**src/rtl/arb_pkg.sv**
```systemverilog
// Shared types and defaults for the round-robin request arbiter and its encoder.
package arb_pkg;

    typedef enum logic {IDLE, GRANT} arb_state_t;

    localparam int ARB_OUT_SIZE_DEF = 4;

endpackage

```
**src/rtl/rr_pick.sv**
```systemverilog
// Combinational round-robin picker: lowest pending index at or above ptr,
// wrapping to the lowest index below ptr when nothing qualifies.
module rr_pick
    import arb_pkg::*;
#(
    parameter  int OUT_SIZE = ARB_OUT_SIZE_DEF,
    localparam int IN_SIZE  = 1 << OUT_SIZE
) (
    input  logic [IN_SIZE-1:0]  pending,
    input  logic [OUT_SIZE-1:0] ptr,
    output logic [IN_SIZE-1:0]  pick,
    output logic [OUT_SIZE-1:0] pick_idx,
    output logic                any
);

    // Scanning ptr, ptr+1, ... with natural OUT_SIZE-bit overflow covers the wrap for free.
    always_comb begin
        logic [OUT_SIZE-1:0] cand;
        cand     = '0;
        pick     = '0;
        pick_idx = '0;
        any      = 1'b0;
        for (int i = 0; i < IN_SIZE; i++) begin
            cand = ptr + OUT_SIZE'(i);
            if (!any && pending[cand]) begin
                any      = 1'b1;
                pick_idx = cand;
            end
        end
        if (any) begin
            pick[pick_idx] = 1'b1;
        end
    end

endmodule

```
**src/rtl/rr_req_arbiter.sv**
```systemverilog
// Sticky request capture with round-robin one-hot grant and ready/valid handshake.
// Optional sticky duplicate-request flag enabled by defining ARB_OVF_EN.
module rr_req_arbiter
    import arb_pkg::*;
#(
    parameter  int OUT_SIZE = ARB_OUT_SIZE_DEF,
    localparam int IN_SIZE  = 1 << OUT_SIZE
) (
    input  logic               clk,
    input  logic               rst_n,
    input  logic [IN_SIZE-1:0] req_in,
    output logic [IN_SIZE-1:0] grant,
    output logic               grant_valid,
    input  logic               grant_ready,
    output logic [IN_SIZE-1:0] pending
`ifdef ARB_OVF_EN
    ,
    input  logic               ovf_clr,
    output logic               ovf
`endif
);

    arb_state_t          state;
    arb_state_t          state_next;
    logic [OUT_SIZE-1:0] ptr;
    logic [OUT_SIZE-1:0] ptr_next;
    logic [OUT_SIZE-1:0] idx;
    logic [OUT_SIZE-1:0] idx_next;
    logic [IN_SIZE-1:0]  grant_next;
    logic                valid_next;
    logic [IN_SIZE-1:0]  pick;
    logic [OUT_SIZE-1:0] pick_idx;
    logic                pick_any;
    logic                handshake;
    logic [IN_SIZE-1:0]  clear_mask;
    logic [IN_SIZE-1:0]  pending_next;

    rr_pick #(
        .OUT_SIZE (OUT_SIZE)
    ) u_pick (
        .pending  (pending),
        .ptr      (ptr),
        .pick     (pick),
        .pick_idx (pick_idx),
        .any      (pick_any)
    );

    // A new request on the bit being acked wins over the clear.
    assign handshake    = grant_valid & grant_ready;
    assign clear_mask   = handshake ? grant : '0;
    assign pending_next = (pending & ~clear_mask) | req_in;

    always_comb begin
        state_next = state;
        grant_next = grant;
        idx_next   = idx;
        valid_next = grant_valid;
        ptr_next   = ptr;
        case (state)
            IDLE: begin
                if (pick_any) begin
                    grant_next = pick;
                    idx_next   = pick_idx;
                    valid_next = 1'b1;
                    state_next = GRANT;
                end
            end
            GRANT: begin
                if (grant_ready) begin
                    ptr_next   = idx + OUT_SIZE'(1);
                    grant_next = '0;
                    valid_next = 1'b0;
                    state_next = IDLE;
                end
            end
            default: begin
                state_next = IDLE;
            end
        endcase
    end

    always_ff @(posedge clk or negedge rst_n) begin
        if (!rst_n) begin
            state       <= IDLE;
            ptr         <= '0;
            idx         <= '0;
            grant       <= '0;
            grant_valid <= 1'b0;
            pending     <= '0;
        end else begin
            state       <= state_next;
            ptr         <= ptr_next;
            idx         <= idx_next;
            grant       <= grant_next;
            grant_valid <= valid_next;
            pending     <= pending_next;
        end
    end

`ifdef ARB_OVF_EN
    // Flags a request landing on a bit that is already pending and not being acked.
    logic ovf_set;
    assign ovf_set = |(req_in & pending & ~clear_mask);

    always_ff @(posedge clk or negedge rst_n) begin
        if (!rst_n) begin
            ovf <= 1'b0;
        end else if (ovf_set) begin
            ovf <= 1'b1;
        end else if (ovf_clr) begin
            ovf <= 1'b0;
        end
    end
`endif

endmodule

```
**config.mk**
```make
export PLATFORM = sky130hd
export DESIGN_NAME = rr_req_arbiter
export DESIGN_NICKNAME = d
export VERILOG_FILES = /design/src/rtl/arb_pkg.sv /design/src/rtl/rr_pick.sv /design/src/rtl/rr_req_arbiter.sv
export SDC_FILE = /design/constraint.sdc
export NUM_CORES = 1
export LEC_CHECK = 0
export CAP_MARGIN = 20
export CORE_ASPECT_RATIO = 0.9
export CORE_MARGIN = 10
export CORE_UTILIZATION = 52
export CTS_CLUSTER_DIAMETER = 50
export DETAILED_ROUTE_END_ITERATION = 7
export GPL_ROUTABILITY_DRIVEN = 1
export HOLD_SLACK_MARGIN = 0.12
export PLACE_DENSITY = 0.88
export SYNTH_ARGS = -nofsm -noshare
export SYNTH_HDL_FRONTEND = slang
export SYNTH_SLANG_ARGS = --single-unit
```
**constraint.sdc**
```tcl
create_clock -name clk -period 4.55 [get_ports clk]
set_input_delay 0.455 -clock clk [delete_from_list [all_inputs] [get_ports clk]]
set_output_delay 0.455 -clock clk [all_outputs]
set_load 0.01 [all_outputs]
```
==> results of run 1 <==
==> power groups by stage <==
stage / sequential [mW] / combinational (mW) / clock, mW
global route: 0.556 / 2.13 / 0.317
CTS: 0.544 / 1.95 / 0.298
global placement: 0.546 / 1.91 / 0
floorplan: 0.527 / 1.43 / 0
detailed placement: 0.550 / 1.94 / 0
finish: 0.547 / 2.00 / 0.299
==> flip-flops by register name, indices dropped and copies added, names as in the netlist <==
register	count
ptr	4
pending	16
state	1
idx	4
grant	16
grant_valid	1
==> final cells by class <==
class	count	area, sq um	area share, %
clock inverter	2	37.54	0.7521
timing repair buffer	62	600.6	12.03
inverter	18	67.56	1.354
tap	99	123.9	2.482
multi-input combinational	353	3037	60.84
sequential	42	1052	21.08
clock buffer	6	72.57	1.454
==> per-layer routing <==
layer	GRT usage, %	part of all wire, %
met3	6.179	12
met1	30.11	38
met4	10.94	5.0
met5	0	0
met2	35.36	45
==> metrics by stage <==
| step | hold slack [ns] | utilization (%) | instances | setup slack (ns) |
|---|---|---|---|---|
| global placement | 0.4971 | 60.79 | 574 | 0.3856 |
| global route | 0.3389 | 62.16 | 582 | 0.05472 |
| finish | 0.2821 | 62.16 | 582 | 0.2875 |
| detailed placement | 0.4990 | 60.79 | 574 | 0.3986 |
| CTS | 0.3108 | 62.16 | 582 | 0.3858 |
| floorplan | 0.1594 | - | 434 | 0.1341 |
==> logic make-up (layout without fill, tap and decap cells) <==
logic type,after synthesis,in the layout,synth area share [%]
adder cells (fa/ha/maj),8,8,2.350
multiplexers,81,81,30.13
buffers and inverters,39,88,4.053
AND/OR/NAND/NOR,123,123,14.21
flip-flops,42,42,24.67
AO/OA/AOI/OAI,129,129,21.59
XOR/XNOR,12,12,2.996
==> worst max-delay path: stages (launching register included) <==
cell and delay (ns):
dfrtp_2 0.43, buf_12 0.20, ha_1 0.30, xnor2_1 0.62, mux2i_1 0.27, mux2i_1 0.58
a21oi_1 0.17, o31ai_1 0.23, a32oi_1 0.14, o31ai_1 0.51, a21oi_1 0.25, nor2_1 0.28
a32o_1 0.22
==> path summary, 6_finish.rpt <==
check,slack [ns],end,depth (start not counted)
worst max-delay path,0.29,grant[1],12
worst min-delay path,0.28,grant_valid,1
worst max register to register,0.29,grant[1],12
worst min register to register,0.51,grant_valid,1
max in group asynchronous,3.64,ptr[0],1
min in group clk,0.51,grant_valid,1
==> cells in the mapped netlist (all sizes together) (4+ instances only) <==
cell    count  area share (%)
nand3      14             1.6
and3        5            0.73
xnor2       7             2.0
a31oi       4            0.59
xor2        5             1.0
o221ai      4            0.82
mux2       25             6.6
clkbuf     11            0.97
and2        4            0.59
a21o       20             3.6
a211oi      4            0.82
a21oi      19             2.4
nand4       5             1.1
o22ai       6            0.88
dfrtp      42              25
inv        15             1.3
buf        10             1.5
o21ai      26             3.1
a221oi      5             1.0
a32o        8             1.9
nor3        6            0.94
o211ai      4            0.70
mux4       34              18
ha          8             2.3
o31ai       5            0.88
nor2       26             2.3
mux2i      22             5.6
nand2      50             4.4
a21boi      5            0.88
==> flow_metrics.py, run 1 <==
metrics = {
    "status": {
        "status": "completed",
    },
    "synth": {
        "synth-main-ff-cell": "dfrtp_1",
        "synth_edf_count": 0,
        "syn_area_per_cell_sq_um": 9.816,
        "synthDistinctLibCells": 66,
        "synth_fp_nets": 461,
        "synthArstFlopShare_pct": 100.0,
        "ys_ff_latch": 42,
        "ys_seq_area_share_pct": 24.67,
        "netlist_area_sq_mm": 0.004260,
        "yosys_warnings": 0,
        "synth_cells": 434,
    },
    "floorplan": {
        "die_x_um": 115.4,
        "start_util_pct": 53.06,
        "rows": 31,
        "die_h_um": 105.9,
        "die_area_sq_mm": 0.01222,
        "core_sq_mm": 0.008029,
        "ioPinCount": 52,
    },
    "critical_path": {
        "critical_path_class": "reg2reg",
        "critical_path_required_ns": 4.79,
        "crit_start": "ptr[0]",
        "cp_max_fo": 38,
        "cp_data_arrival_time_ns": 4.50,
        "rr_startpoint": "ptr[0]",
        "cp-start-kind": "register",
        "end_kind": "register",
    },
    "clock_network": {
        "cts_max_level": 2,
        "cts_hold_buf": 0,
        "clockBufferDepth": 2,
        "clock_latency_ns": 0.30,
        "clk_pin_slew_worst_paths_ns": 0.08,
        "cts_setup_buffers": 0,
        "cts.sink_count": 42,
        "cts-root-buf": "clkbuf_8",
        "cts_resized": 0,
        "cts_made_buffers": 5,
        "cts_tree": "yes",
    },
    "global_route": {
        "gr-total-overflow": 0,
        "grt_pass1_vias": 4085,
        "antenna_found_initial": 0,
        "grt_use_total_pct": 23.27,
        "grt_pass1_wl_mm": 22.74,
        "grt_max_degree": 43,
    },
    "sta": {
        "clock-skew-final_ns": 0.004852,
        "slew_viol_final": 0,
        "max_freq_ghz": 0.2346,
        "tns_ns": 0,
        "maxSlewHeadroom_pct": 38.69,
        "worstMarginPinSlew_ns": 0.9196,
        "layout_min_cycle_time_ns": 4.262,
        "rsz0062_at_grt": "no",
        "setup_viol": 0,
        "hold_viol_final": 0,
        "timing.final.crit_share_pct": 93.68,
    },
    "power": {
        "p_sw_mw": 1.418,
        "sw_frac_of_total_pct": 49.84,
        "peakVddDrop_uv": 357.1,
        "combPwrFrac_pct": 70.3,
        "fin_total_pwr_mw": 2.846,
        "p_int_mw": 1.427,
        "power_leakage_nw": 1.830,
        "pwr_density_cell_mw_per_mm2": 570.1,
        "clockPowerShare_pct": 10.5,
        "p_seq_share_pct": 19.2,
    },
    "hold_path": {
        "holdCritPathClass": "in2async",
    },
    "drt": {
        "drt_iter0_drc": 580,
        "drc": 0,
        "via_count": 4206,
        "ant_nets": 0,
        "wirelength_mm": 14.33,
        "first_pass_iters": 5,
        "drt-vias-per-instance": 7.227,
        "avgRoutedWirePerCell_um": 24.62,
    },
    "finish": {
        "layout.cells.most_common_list": "nand2_1 (50), clkdlybuf4s50_1 (50), dfrtp_1 (41)",
        "drive_gt1_share_pct": 18.63,
        "diodes": 0,
        "finalNetCount": 509,
        "fillers": 653,
        "areaGrowthSynthToFinish_pct": 17.15,
        "design_area_sq_mm": 0.004991,
    },
    "flow_run": {
        "maxCapViolCount": 0,
    },
    "placed_design": {
        "portBuffers": 51,
        "place_area_sq_mm": 0.004881,
        "gp_congestion": 1.200,
        "dp_hpwl_mm": 10.97,
    },
}
Note: power is estimated with default switching activity, not from simulation.
==> run 2: changes to the inputs <==
--- a/config.mk
+++ b/config.mk
@@ -5,10 +5,11 @@
 export SDC_FILE = /design/constraint.sdc
 export NUM_CORES = 1
 export LEC_CHECK = 0
+export ABC_AREA = 1
 export CAP_MARGIN = 20
 export CORE_ASPECT_RATIO = 0.9
 export CORE_MARGIN = 10
-export CORE_UTILIZATION = 52
+export CORE_UTILIZATION = 51
 export CTS_CLUSTER_DIAMETER = 50
 export DETAILED_ROUTE_END_ITERATION = 7
 export GPL_ROUTABILITY_DRIVEN = 1
==> run 2 against run 1 <==
Via count decreased by 1.5%. Largest cell class unchanged. Synthesized cell count grew 29%. Clock skew grew 0.0041 ns. First-iteration DRC count is 27% lower. Critical endpoint unchanged. Maximum frequency is 11% higher. Register-to-register slack better by 0.44 ns. Cell count is 22% higher. Core utilization grew 0.33 points. Count of clock-buffer cells in the layout did not move. Wire length shrank 12%. Die area down 8.7%.
==> flow_metrics.py, run 2 <==
metrics = {
    "sta": {
        "slew_viol_final": 0,
        "timing.final.crit_share_pct": 84.09,
        "hold-worst-slack_ns": 0.3010,
        "worstMarginPinSlew_ns": 0.9343,
        "max_freq_ghz": 0.2614,
        "layout_min_cycle_time_ns": 3.826,
        "setup_viol": 0,
        "clock-skew-final_ns": 0.008976,
        "hold_viol_final": 0,
        "maxSlewHeadroom_pct": 37.42,
        "tns_ns": 0,
        "rsz0062_at_grt": "no",
    },
    "drt": {
        "drt-vias-per-instance": 5.843,
        "drt_iter0_drc": 425,
        "ant_nets": 0,
        "avgRoutedWirePerCell_um": 17.86,
        "wirelength_mm": 12.67,
        "first_pass_iters": 5,
        "drc": 0,
        "via_count": 4143,
    },
    "critical_path": {
        "rrSetupSlack_ns": 0.72,
        "path_cells": "inv_4, ha_1, inv_1, nand3_1, nand3_1, nand3_1, nand2_1, inv_1, nor2_4, nand4_4, nor2_2, nand3_1, nor2_2, nand4_1, nand3_1, nand2_1, nor2_1, nand2_1, nand2_1",
        "cp_max_fo": 19,
        "slowest_stage": "dfrtp_1",
        "cp-start-kind": "register",
        "critical_path_required_ns": 4.78,
        "slowest_delay_ns": 0.41,
        "critical_path_class": "reg2reg",
        "end_kind": "register",
        "cp_data_arrival_time_ns": 4.05,
        "cp_common_cell": "nand3_1",
    },
    "floorplan": {
        "die_area_sq_mm": 0.01116,
        "die_x_um": 110.2,
        "ioPinCount": 52,
        "start_util_pct": 52.82,
        "rows": 29,
        "core_sq_mm": 0.007076,
        "die_h_um": 101.2,
    },
    "clock_network": {
        "clock_latency_ns": 0.29,
        "cts_setup_buffers": 0,
        "cts_made_buffers": 5,
        "cts.sink_count": 42,
        "cts-root-buf": "clkbuf_8",
        "clockBufferDepth": 2,
        "cts_hold_buf": 0,
        "cts_tree": "yes",
        "cts_max_level": 2,
        "cts_resized": 0,
        "clk_pin_slew_worst_paths_ns": 0.08,
    },
    "placed_design": {
        "gp_congestion": 1.022,
        "dp_hpwl_mm": 10.24,
        "portBuffers": 51,
    },
    "synth": {
        "synth_edf_count": 0,
        "synthTopCellsByArea": "dfrtp_1 (28%), nand3_1 (17%), nand2_1 (16%), inv_1 (4.6%), nor2_1 (4.6%)",
        "ys_ff_latch": 42,
        "netlist_area_sq_mm": 0.003737,
        "synth.top_cells.by_count": "nand2_1 (159), nand3_1 (127), inv_1 (46), nor2_1 (46), dfrtp_1 (42)",
        "yosysTopAreaCell": "dfrtp_1",
        "synthArstFlopShare_pct": 100.0,
        "syn_area_per_cell_sq_um": 6.662,
        "synth-main-ff-cell": "dfrtp_1",
        "synth_top_area_share_pct": 28.12,
        "synth_fp_nets": 588,
        "yosys_warnings": 0,
        "synthDistinctLibCells": 37,
        "yosysMostFrequentCell": "nand2_1",
        "ys_seq_area_share_pct": 28.12,
        "synth_cells": 561,
    },
    "global_route": {
        "antenna_found_initial": 0,
        "gr-total-overflow": 0,
        "grt_pass1_vias": 3955,
        "grt_use_total_pct": 23.07,
        "grt_pass1_wl_mm": 20.42,
        "grt_max_degree": 43,
    },
    "finish": {
        "diodes": 0,
        "layout.cells.most_common_list": "nand2_1 (159), nand3_1 (127), clkdlybuf4s50_1 (50)",
        "finish.utilization_pct": 62.49,
        "final_common_cell": "nand2_1",
        "drive_gt1_share_pct": 10.55,
        "finalNetCount": 642,
        "top_regs": "grant: 16 flops, pending: 16 flops",
        "areaGrowthSynthToFinish_pct": 18.31,
    },
    "hold_path": {
        "holdCritPathClass": "in2async",
    },
    "flow_run": {
        "maxCapViolCount": 0,
    },
    "status": {
        "status": "completed",
    },
}
==> run 2: worst max-delay path: cells and delay by family, from the launching register on <==
| family | cells | cell delay (ns) |
|---|---|---|
| adders and majority gates | 1 | 0.27 |
| buffers and inverters | 3 | 0.66 |
| and+or+nand+nor | 15 | 2.40 |
| DFF | 1 | 0.41 |
==> run 2: per-stage QoR <==
stage                     std cells  area (sq um)  worst slack (ns)
after floorplan                 561          3737             1.241
after global placement          701          4335            0.8070
final                           709          4422            0.7237
after detailed placement        701          4335            0.8012
after CTS                       709          4422            0.7675
after global routing            709          4422            0.3295
==> run 2: layout make-up <==
type,instances,area (sq um)
clock buffers,6,72.57
clock inverters,2,13.76
multi-input cells,448,2361
fillers,643,2654
flip-flops and latches,42,1051
repair buffers,63,595.6
inverters,55,211.5
well taps,93,116.4
==> run 2: worst paths after layout <==
check / to / cells past startpoint / start
max in group asynchronous: pending[1] / 1 / rst_n
worst min register to register: grant[13] / 2 / grant[13]
worst max-delay path: grant[1] / 19 / ptr[0]
worst max register to register: grant[1] / 19 / ptr[0]
worst min-delay path: grant[13] / 1 / rst_n
min in group clk: grant[13] / 2 / grant[13]
==> run 2: cell families after synthesis <==
family / synth area share [%]
and+or+nand+nor: 50.28
DFF: 28.12
xor gates and xnor gates: 2.980
AOI/OAI and AO/OA: 7.232
buffers and inverters: 8.704
adders and majority gates: 2.678
==> run 2: metal layers <==
| layer | track usage, % | vias to the layer above | routed length, um |
|---|---|---|---|
| met1 | 31.37 | 1938 | 5315 |
| li1 | - | 1966 | - |
| met4 | 6.022 | 0 | 249 |
| met2 | 36.26 | 217 | 5793 |
| met3 | 5.016 | 22 | 1308 |
| met5 | 0 | - | 0 |
Power of run 2 is left out: the tool's default activity adds up to more than one toggle a clock period on the data nets, which glitch-free logic cannot reach.
